==> config.mk <==
export PLATFORM = sky130hd
export DESIGN_NAME = hazard_scoreboard_flat
export DESIGN_NICKNAME = d
export VERILOG_FILES = /design/src/rtl/hazard_scoreboard_pkg.sv /design/src/rtl/hazard_scoreboard_if.sv /design/src/rtl/hazard_scoreboard_sb_cell.sv /design/src/rtl/hazard_scoreboard.sv /design/src/flat_wrapper.sv
export SDC_FILE = /design/constraint.sdc
export NUM_CORES = 1
export LEC_CHECK = 0
export CAP_MARGIN = 10
export CORE_MARGIN = 2
export CORE_UTILIZATION = 55
export CTS_BUF_LIST = sky130_fd_sc_hd__clkbuf_8
export DETAILED_ROUTE_END_ITERATION = 16
export PLACE_DENSITY = 0.72
export SLEW_MARGIN = 20
export SYNTH_ARGS = -nofsm -noshare
export SYNTH_HDL_FRONTEND = slang
export SYNTH_HIERARCHICAL = 1
export SYNTH_SLANG_ARGS = --single-unit
==> constraint.sdc <==
create_clock -name clk -period 14.27 [get_ports clk]
set_input_delay 2.1405 -clock clk [delete_from_list [all_inputs] [get_ports clk]]
set_output_delay 2.1405 -clock clk [all_outputs]
set_load 0.01 [all_outputs]
==> src/rtl/hazard_scoreboard_pkg.sv <==
// Shared encodings for the hazard scoreboard: producer classes, stall causes
// and the class-to-latency mapping.
package hazard_pkg;

  typedef enum logic [1:0] {
    CLS_ALU  = 2'd0,
    CLS_LOAD = 2'd1,
    CLS_MDU  = 2'd2
  } cls_e;

  typedef enum logic [1:0] {
    CAUSE_NONE   = 2'd0,
    CAUSE_RAW    = 2'd1,
    CAUSE_WAW    = 2'd2,
    CAUSE_STRUCT = 2'd3
  } cause_e;

  // The unused class encoding falls back to ALU timing.
  function automatic int unsigned classLat(input cls_e c, input int unsigned aluLat,
                                           input int unsigned loadLat, input int unsigned mduLat);
    case (c)
      CLS_LOAD: return loadLat;
      CLS_MDU:  return mduLat;
      default:  return aluLat;
    endcase
  endfunction

endpackage

==> src/rtl/hazard_scoreboard_if.sv <==
// ID-stage to scoreboard bundle: the decoded instruction and flush go in,
// the stall/issue decision comes back.
interface hazard_scoreboard_if
  import hazard_pkg::*;
#(
  parameter int NREG = 32
);
  localparam int AW = (NREG > 1) ? $clog2(NREG) : 1;

  logic          id_valid;
  logic [AW-1:0] id_rs1;
  logic [AW-1:0] id_rs2;
  logic          id_rs1_used;
  logic          id_rs2_used;
  logic [AW-1:0] id_rd;
  logic          id_rd_we;
  cls_e          id_class;
  logic          id_early;
  logic          flush;
  logic          stall;
  logic          issue;
  cause_e        stall_cause;
  logic          mdu_busy;

  modport master (
    output id_valid, id_rs1, id_rs2, id_rs1_used, id_rs2_used,
           id_rd, id_rd_we, id_class, id_early, flush,
    input  stall, issue, stall_cause, mdu_busy
  );

  modport slave (
    input  id_valid, id_rs1, id_rs2, id_rs1_used, id_rs2_used,
           id_rd, id_rd_we, id_class, id_early, flush,
    output stall, issue, stall_cause, mdu_busy
  );

endinterface

==> src/rtl/hazard_scoreboard_sb_cell.sv <==
// One scoreboard counter: loads a latency on request, otherwise counts down
// to zero and holds there.
module hazard_sb_cell #(
  parameter int CW = 4
) (
  input  logic          clk,
  input  logic          rst,
  input  logic          i_load,
  input  logic [CW-1:0] i_loadVal,
  output logic [CW-1:0] o_cnt
);

  logic [CW-1:0] r_cnt;

  // A load wins over the decrement so a re-issued destination restarts cleanly.
  always_ff @(posedge clk or posedge rst) begin
    if (rst) begin
      r_cnt <= '0;
    end else if (i_load) begin
      r_cnt <= i_loadVal;
    end else if (r_cnt != '0) begin
      r_cnt <= r_cnt - CW'(1);
    end
  end

  assign o_cnt = r_cnt;

endmodule

==> src/rtl/hazard_scoreboard.sv <==
// Register scoreboard deciding ID stalls (RAW / WAW / MDU structural).
// Define HAZARD_PERF_EN to add saturating stall/RAW-stall cycle counters.
module hazard_scoreboard
  import hazard_pkg::*;
#(
  parameter int NREG     = 32,
  parameter int ALU_LAT  = 1,
  parameter int LOAD_LAT = 2,
  parameter int MDU_LAT  = 8,
  parameter int CW       = 4
) (
  input  logic                 clk,
  input  logic                 rst,
  hazard_scoreboard_if.slave   sb
`ifdef HAZARD_PERF_EN
  ,
  output logic [31:0]          perf_stall_cycles,
  output logic [31:0]          perf_raw_cycles
`endif
);

  localparam int AW    = (NREG > 1) ? $clog2(NREG) : 1;
  localparam int NSLOT = 1 << AW;

  logic [CW-1:0] w_cnt [NSLOT];
  logic [CW-1:0] w_mduCnt;
  logic [CW-1:0] w_lat;
  logic          w_rs1Haz;
  logic          w_rs2Haz;
  logic          w_raw;
  logic          w_waw;
  logic          w_struct;
  logic          w_stall;
  logic          w_issue;
  cause_e        w_cause;

  assign w_lat = CW'(classLat(sb.id_class, ALU_LAT, LOAD_LAT, MDU_LAT));

  // Slot 0 and any index beyond NREG are hard-wired empty.
  for (genvar g = 0; g < NSLOT; g++) begin : gCell
    if (g == 0 || g >= NREG) begin : gZero
      assign w_cnt[g] = '0;
    end else begin : gReg
      hazard_sb_cell #(.CW(CW)) uCell (
        .clk       (clk),
        .rst       (rst),
        .i_load    (w_issue && sb.id_rd_we && (sb.id_rd == AW'(g))),
        .i_loadVal (w_lat),
        .o_cnt     (w_cnt[g])
      );
    end
  end

  hazard_sb_cell #(.CW(CW)) uMduCell (
    .clk       (clk),
    .rst       (rst),
    .i_load    (w_issue && (sb.id_class == CLS_MDU)),
    .i_loadVal (CW'(MDU_LAT)),
    .o_cnt     (w_mduCnt)
  );

  // Branches consume operands in ID, so they cannot use the EX forward of a count of 1.
  assign w_rs1Haz = sb.id_rs1_used && (sb.id_rs1 != '0) &&
                    (sb.id_early ? (w_cnt[sb.id_rs1] != '0) : (w_cnt[sb.id_rs1] > CW'(1)));
  assign w_rs2Haz = sb.id_rs2_used && (sb.id_rs2 != '0) &&
                    (sb.id_early ? (w_cnt[sb.id_rs2] != '0) : (w_cnt[sb.id_rs2] > CW'(1)));
  assign w_raw    = w_rs1Haz || w_rs2Haz;
  assign w_waw    = sb.id_rd_we && (sb.id_rd != '0) && (w_cnt[sb.id_rd] > w_lat);
  assign w_struct = (sb.id_class == CLS_MDU) && (w_mduCnt != '0);

  assign w_stall  = sb.id_valid && !sb.flush && (w_raw || w_waw || w_struct);
  assign w_issue  = sb.id_valid && !sb.flush && !w_stall;

  always_comb begin
    w_cause = CAUSE_NONE;
    if (w_stall) begin
      if (w_raw)      w_cause = CAUSE_RAW;
      else if (w_waw) w_cause = CAUSE_WAW;
      else            w_cause = CAUSE_STRUCT;
    end
  end

  assign sb.stall       = w_stall;
  assign sb.issue       = w_issue;
  assign sb.stall_cause = w_cause;
  assign sb.mdu_busy    = (w_mduCnt != '0);

`ifdef HAZARD_PERF_EN
  logic [31:0] r_perfStall;
  logic [31:0] r_perfRaw;

  always_ff @(posedge clk or posedge rst) begin
    if (rst) begin
      r_perfStall <= '0;
      r_perfRaw   <= '0;
    end else begin
      if (w_stall && (r_perfStall != '1)) r_perfStall <= r_perfStall + 32'd1;
      if (w_stall && w_raw && (r_perfRaw != '1)) r_perfRaw <= r_perfRaw + 32'd1;
    end
  end

  assign perf_stall_cycles = r_perfStall;
  assign perf_raw_cycles   = r_perfRaw;
`endif

endmodule

==> src/flat_wrapper.sv <==
// flat-port wrapper written by rule: the top's interface ports become plain ports
module hazard_scoreboard_flat import hazard_pkg::*;
#(
  parameter int NREG     = 32,
  parameter int ALU_LAT  = 1,
  parameter int LOAD_LAT = 2,
  parameter int MDU_LAT  = 8,
  parameter int CW       = 4
)
  (clk, rst, sb_id_valid, sb_id_rs1, sb_id_rs2, sb_id_rs1_used, sb_id_rs2_used, sb_id_rd, sb_id_rd_we, sb_id_class, sb_id_early, sb_flush, sb_stall, sb_issue, sb_stall_cause, sb_mdu_busy);
  hazard_scoreboard_if #(.NREG(NREG)) sb_i ();
  input  logic clk;
  input  logic rst;
  input wire logic [$bits(sb_i.id_valid)-1:0] sb_id_valid;
  input wire logic [$bits(sb_i.id_rs1)-1:0] sb_id_rs1;
  input wire logic [$bits(sb_i.id_rs2)-1:0] sb_id_rs2;
  input wire logic [$bits(sb_i.id_rs1_used)-1:0] sb_id_rs1_used;
  input wire logic [$bits(sb_i.id_rs2_used)-1:0] sb_id_rs2_used;
  input wire logic [$bits(sb_i.id_rd)-1:0] sb_id_rd;
  input wire logic [$bits(sb_i.id_rd_we)-1:0] sb_id_rd_we;
  input wire logic [$bits(sb_i.id_class)-1:0] sb_id_class;
  input wire logic [$bits(sb_i.id_early)-1:0] sb_id_early;
  input wire logic [$bits(sb_i.flush)-1:0] sb_flush;
  output wire logic [$bits(sb_i.stall)-1:0] sb_stall;
  output wire logic [$bits(sb_i.issue)-1:0] sb_issue;
  output wire logic [$bits(sb_i.stall_cause)-1:0] sb_stall_cause;
  output wire logic [$bits(sb_i.mdu_busy)-1:0] sb_mdu_busy;
  assign sb_i.id_valid = sb_id_valid;
  assign sb_i.id_rs1 = sb_id_rs1;
  assign sb_i.id_rs2 = sb_id_rs2;
  assign sb_i.id_rs1_used = sb_id_rs1_used;
  assign sb_i.id_rs2_used = sb_id_rs2_used;
  assign sb_i.id_rd = sb_id_rd;
  assign sb_i.id_rd_we = sb_id_rd_we;
  assign sb_i.id_class = sb_id_class;
  assign sb_i.id_early = sb_id_early;
  assign sb_i.flush = sb_flush;
  assign sb_stall = sb_i.stall;
  assign sb_issue = sb_i.issue;
  assign sb_stall_cause = sb_i.stall_cause;
  assign sb_mdu_busy = sb_i.mdu_busy;
  hazard_scoreboard #(.NREG(NREG), .ALU_LAT(ALU_LAT), .LOAD_LAT(LOAD_LAT), .MDU_LAT(MDU_LAT), .CW(CW)) u_core (.clk(clk), .rst(rst), .sb(sb_i));
endmodule
==> flow_metrics.tcl <==
set metrics [dict create \
    status "completed" \
    area_delta_synth_final_pct 7.55 \
    drive_gt1_share_pct 20.4 \
    min_from "u_core/uMduCell/o_cnt[0]" \
    crit_path_start "sb_id_rd[1]" \
    dp_hpwl_mm 22.5 \
    antenna_found_initial 0 \
    clockBufferDepth 2 \
    synthTopCellsByArea "dfrtp_1 (27%), mux4_2 (8.3%), ha_1 (7.2%), nor3_2 (5.2%), nor3b_4 (5.0%)" \
    avgSynthCellArea_um2 9.78 \
    synth-seq-area-share_pct 26.8 \
    total_power_mw 2.79 \
    cp_slowest_cell "nor2b_1" \
    ys_warn_count 6 \
    n_antenna_cell 0 \
    drtAntennaViolNets 0 \
    path_cells "clkdlybuf4s50_1, buf_4, nor2b_1, a22o_1, mux4_2, mux2_2, ha_1, o21a_1, nand3b_1, a2111oi_0, a311oi_2, nand2_2, nor3b_1, clkdlybuf4s50_1" \
    grt_first_pass_wirelength_mm 50.1 \
    worst_slack_ns 5.07 \
    clock_skew_ns 0.0120 \
    pre_cts_slack_ns 5.14 \
    ys_async_sr_fraction_pct 100 \
    final_area_um2 12900 \
    clk_latency_ns 0.45 \
    rows 53 \
    met2_usage_pct 45.7 \
    core_area_um2 21200 \
    fin_crit_ns 9.20 \
    syn_inst 1223 \
    slew_viol_final 0 \
    drcViolationCount 0 \
    worstSetupStartpointType "input pin" \
    cts_buffers 17 \
    setup_viol 0 \
    cp_max_fo 37 \
    grt_max_degree 38 \
    fillers 1795 \
    maxCapViolCount 0 \
    portBuffers 29 \
    nets 1340 \
    place_area_um2 12400 \
    ir_worst_vdd_uv 103 \
    drt-pass1-iter-count 8 \
    fin_cells 1533 \
    arrival_ns 7.06 \
    grt_pass1_vias 9257 \
    die_w_um 151 \
    crit_type "input pin to output port" \
    die_h_um 151 \
    synth_common_cells "nand2_1 (133), dfrtp_1 (128), inv_1 (107), ha_1 (69), nor3_2 (62)" \
    overflow 0 \
    start_util_pct 56.5 \
    endpoint_kind "output port" \
    met1_usage_pct 38.5 \
    worst_path_most_repeated_cell "clkdlybuf4s50_1" \
    vias 9712 \
    first_iter_violations 817 \
    synth_top_flop_cell "dfrtp_1" \
    clkSlewWorstSetupHoldPaths_ns 0.07 \
    clock_sink_count 128 \
    syn_area_um2 12000 \
    routed_wl_mm 31.2 \
    power.leakage_nw 5.25 \
    hold_viol 0 \
    powerDensity_nw_per_um2 217 \
    clockRootBuffer "clkbuf_8" \
    post-synth-top-count-cell "nand2_1" \
    synth_edf_count 0 \
    dieArea_um2 22900 \
    ys_types 68 \
    finalCritPeriodShare_pct 64.5 \
    synth_seq_cells 128 \
    rsz0062_at_grt "no" \
    slowest_delay_ns 0.84 \
    hold_slack_ns 0.728 \
    synth_top_area_share_pct 26.8 \
    pin_count 30 \
    slew_headroom_pct 25.1 \
    tightestPinTransition_ns 1.12 \
    yosysTopAreaCell "dfrtp_1" \
    gp_congestion 0.955 \
    post_cts_buffers 0 \
    grtUsageMet3_pct 4.85 \
    top_usage_layer "met2" \
    cts_hold_buf 0 \
    max_freq_mhz 109 \
    grt_usage_pct 28.5 \
    cts_resized 0 \
    htree_levels 4 \
    vias_per_cell 6.34 \
    cts_tree "yes" \
    rr_startpoint "u_core/gCell[26].gReg.uCell/o_cnt[3]" \
    fin_util_pct 60.8 \
    totalNegativeSetupSlack_ns 0 \
    critPathRequiredTime_ns 12.13 \
    dp.cells 1502 \
    wl_per_cell_um 20.4 \
    hp-class "register to register" \
]
## where the power goes
group          switching [mW]  internal, mW
registers               0.420         0.554
clock network           0.156         0.215
logic                   0.622         0.827
total                    1.20          1.60
## logic make-up (layout without fill, tap and decap cells)
group / count (synthesis) / in the layout / share of synthesized area, %
other: 2 / 35 / 0.0628
buffers and inverters: 177 / 179 / 6.60
adder cells (fa/ha/maj): 69 / 69 / 7.22
AO/OA/AOI/OAI: 217 / 217 / 12.9
XOR/XNOR: 32 / 32 / 2.34
AND/OR/NAND/NOR: 491 / 491 / 28.3
multiplexers: 107 / 107 / 15.8
flip-flops: 128 / 128 / 26.8
## placed cells by master, fill, tap and decap left out, types with 33 or more instances in the layout
cell type	synthesis	routed
a21oi_1	33	33
conb_1	2	35
dfrtp_1	128	128
ha_1	69	69
inv_1	107	109
mux4_2	44	44
nand2_1	133	133
nand2b_1	37	37
nor2b_1	39	39
nor3_1	53	53
nor3_2	62	62
nor3b_1	35	35
o21ai_0	36	36
## registers in the layout (all words and copies together), names as in the netlist
register and flops:
u_core/gCell.gReg.uCell/o_cnt 124, u_core/uMduCell/o_cnt 4
## final cells by class
type | count | area (um^2) | area share (%)
repair buffers | 39 | 360 | 2.80
well taps | 275 | 344 | 2.68
flip-flops and latches | 128 | 3200 | 24.9
inverters | 109 | 409 | 3.18
multi-input cells | 951 | 8090 | 62.9
clock buffers | 19 | 262 | 2.03
clock inverters | 12 | 191 | 1.49
## worst max-delay path, delay by kind of cell
kind	cells	cell delay, ns
buffers and inverters	3	1.43
adder cells (fa/ha/maj)	1	0.17
AND/OR/NAND/NOR	4	1.99
AO/OA/AOI/OAI	4	0.93
multiplexers	2	0.38
## per-layer routing
layer | routed length (um) | vias to the layer above | part of all wire (%)
li1 | - | 4414 | -
met2 | 14500 | 489 | 46
met4 | 1100 | 0 | 3.5
met3 | 2380 | 108 | 7.6
met5 | 0 | - | 0
met1 | 13200 | 4701 | 42
## path summary, 6_finish.rpt
check / to / slack [ns] / cells past startpoint
max: sb_stall_cause[1] / 5.07 / 14
min: u_core/uMduCell/o_cnt[0] / 0.73 / 3
max reg2reg: u_core/gCell[31].gReg.uCell/o_cnt[3] / 9.22 / 12
min reg2reg: u_core/uMduCell/o_cnt[0] / 0.73 / 3
max in group asynchronous: u_core/gCell[9].gReg.uCell/o_cnt[1] / 11.86 / 3
min in group asynchronous: u_core/gCell[29].gReg.uCell/o_cnt[2] / 2.22 / 3
Power figures use the tool's default switching activity.
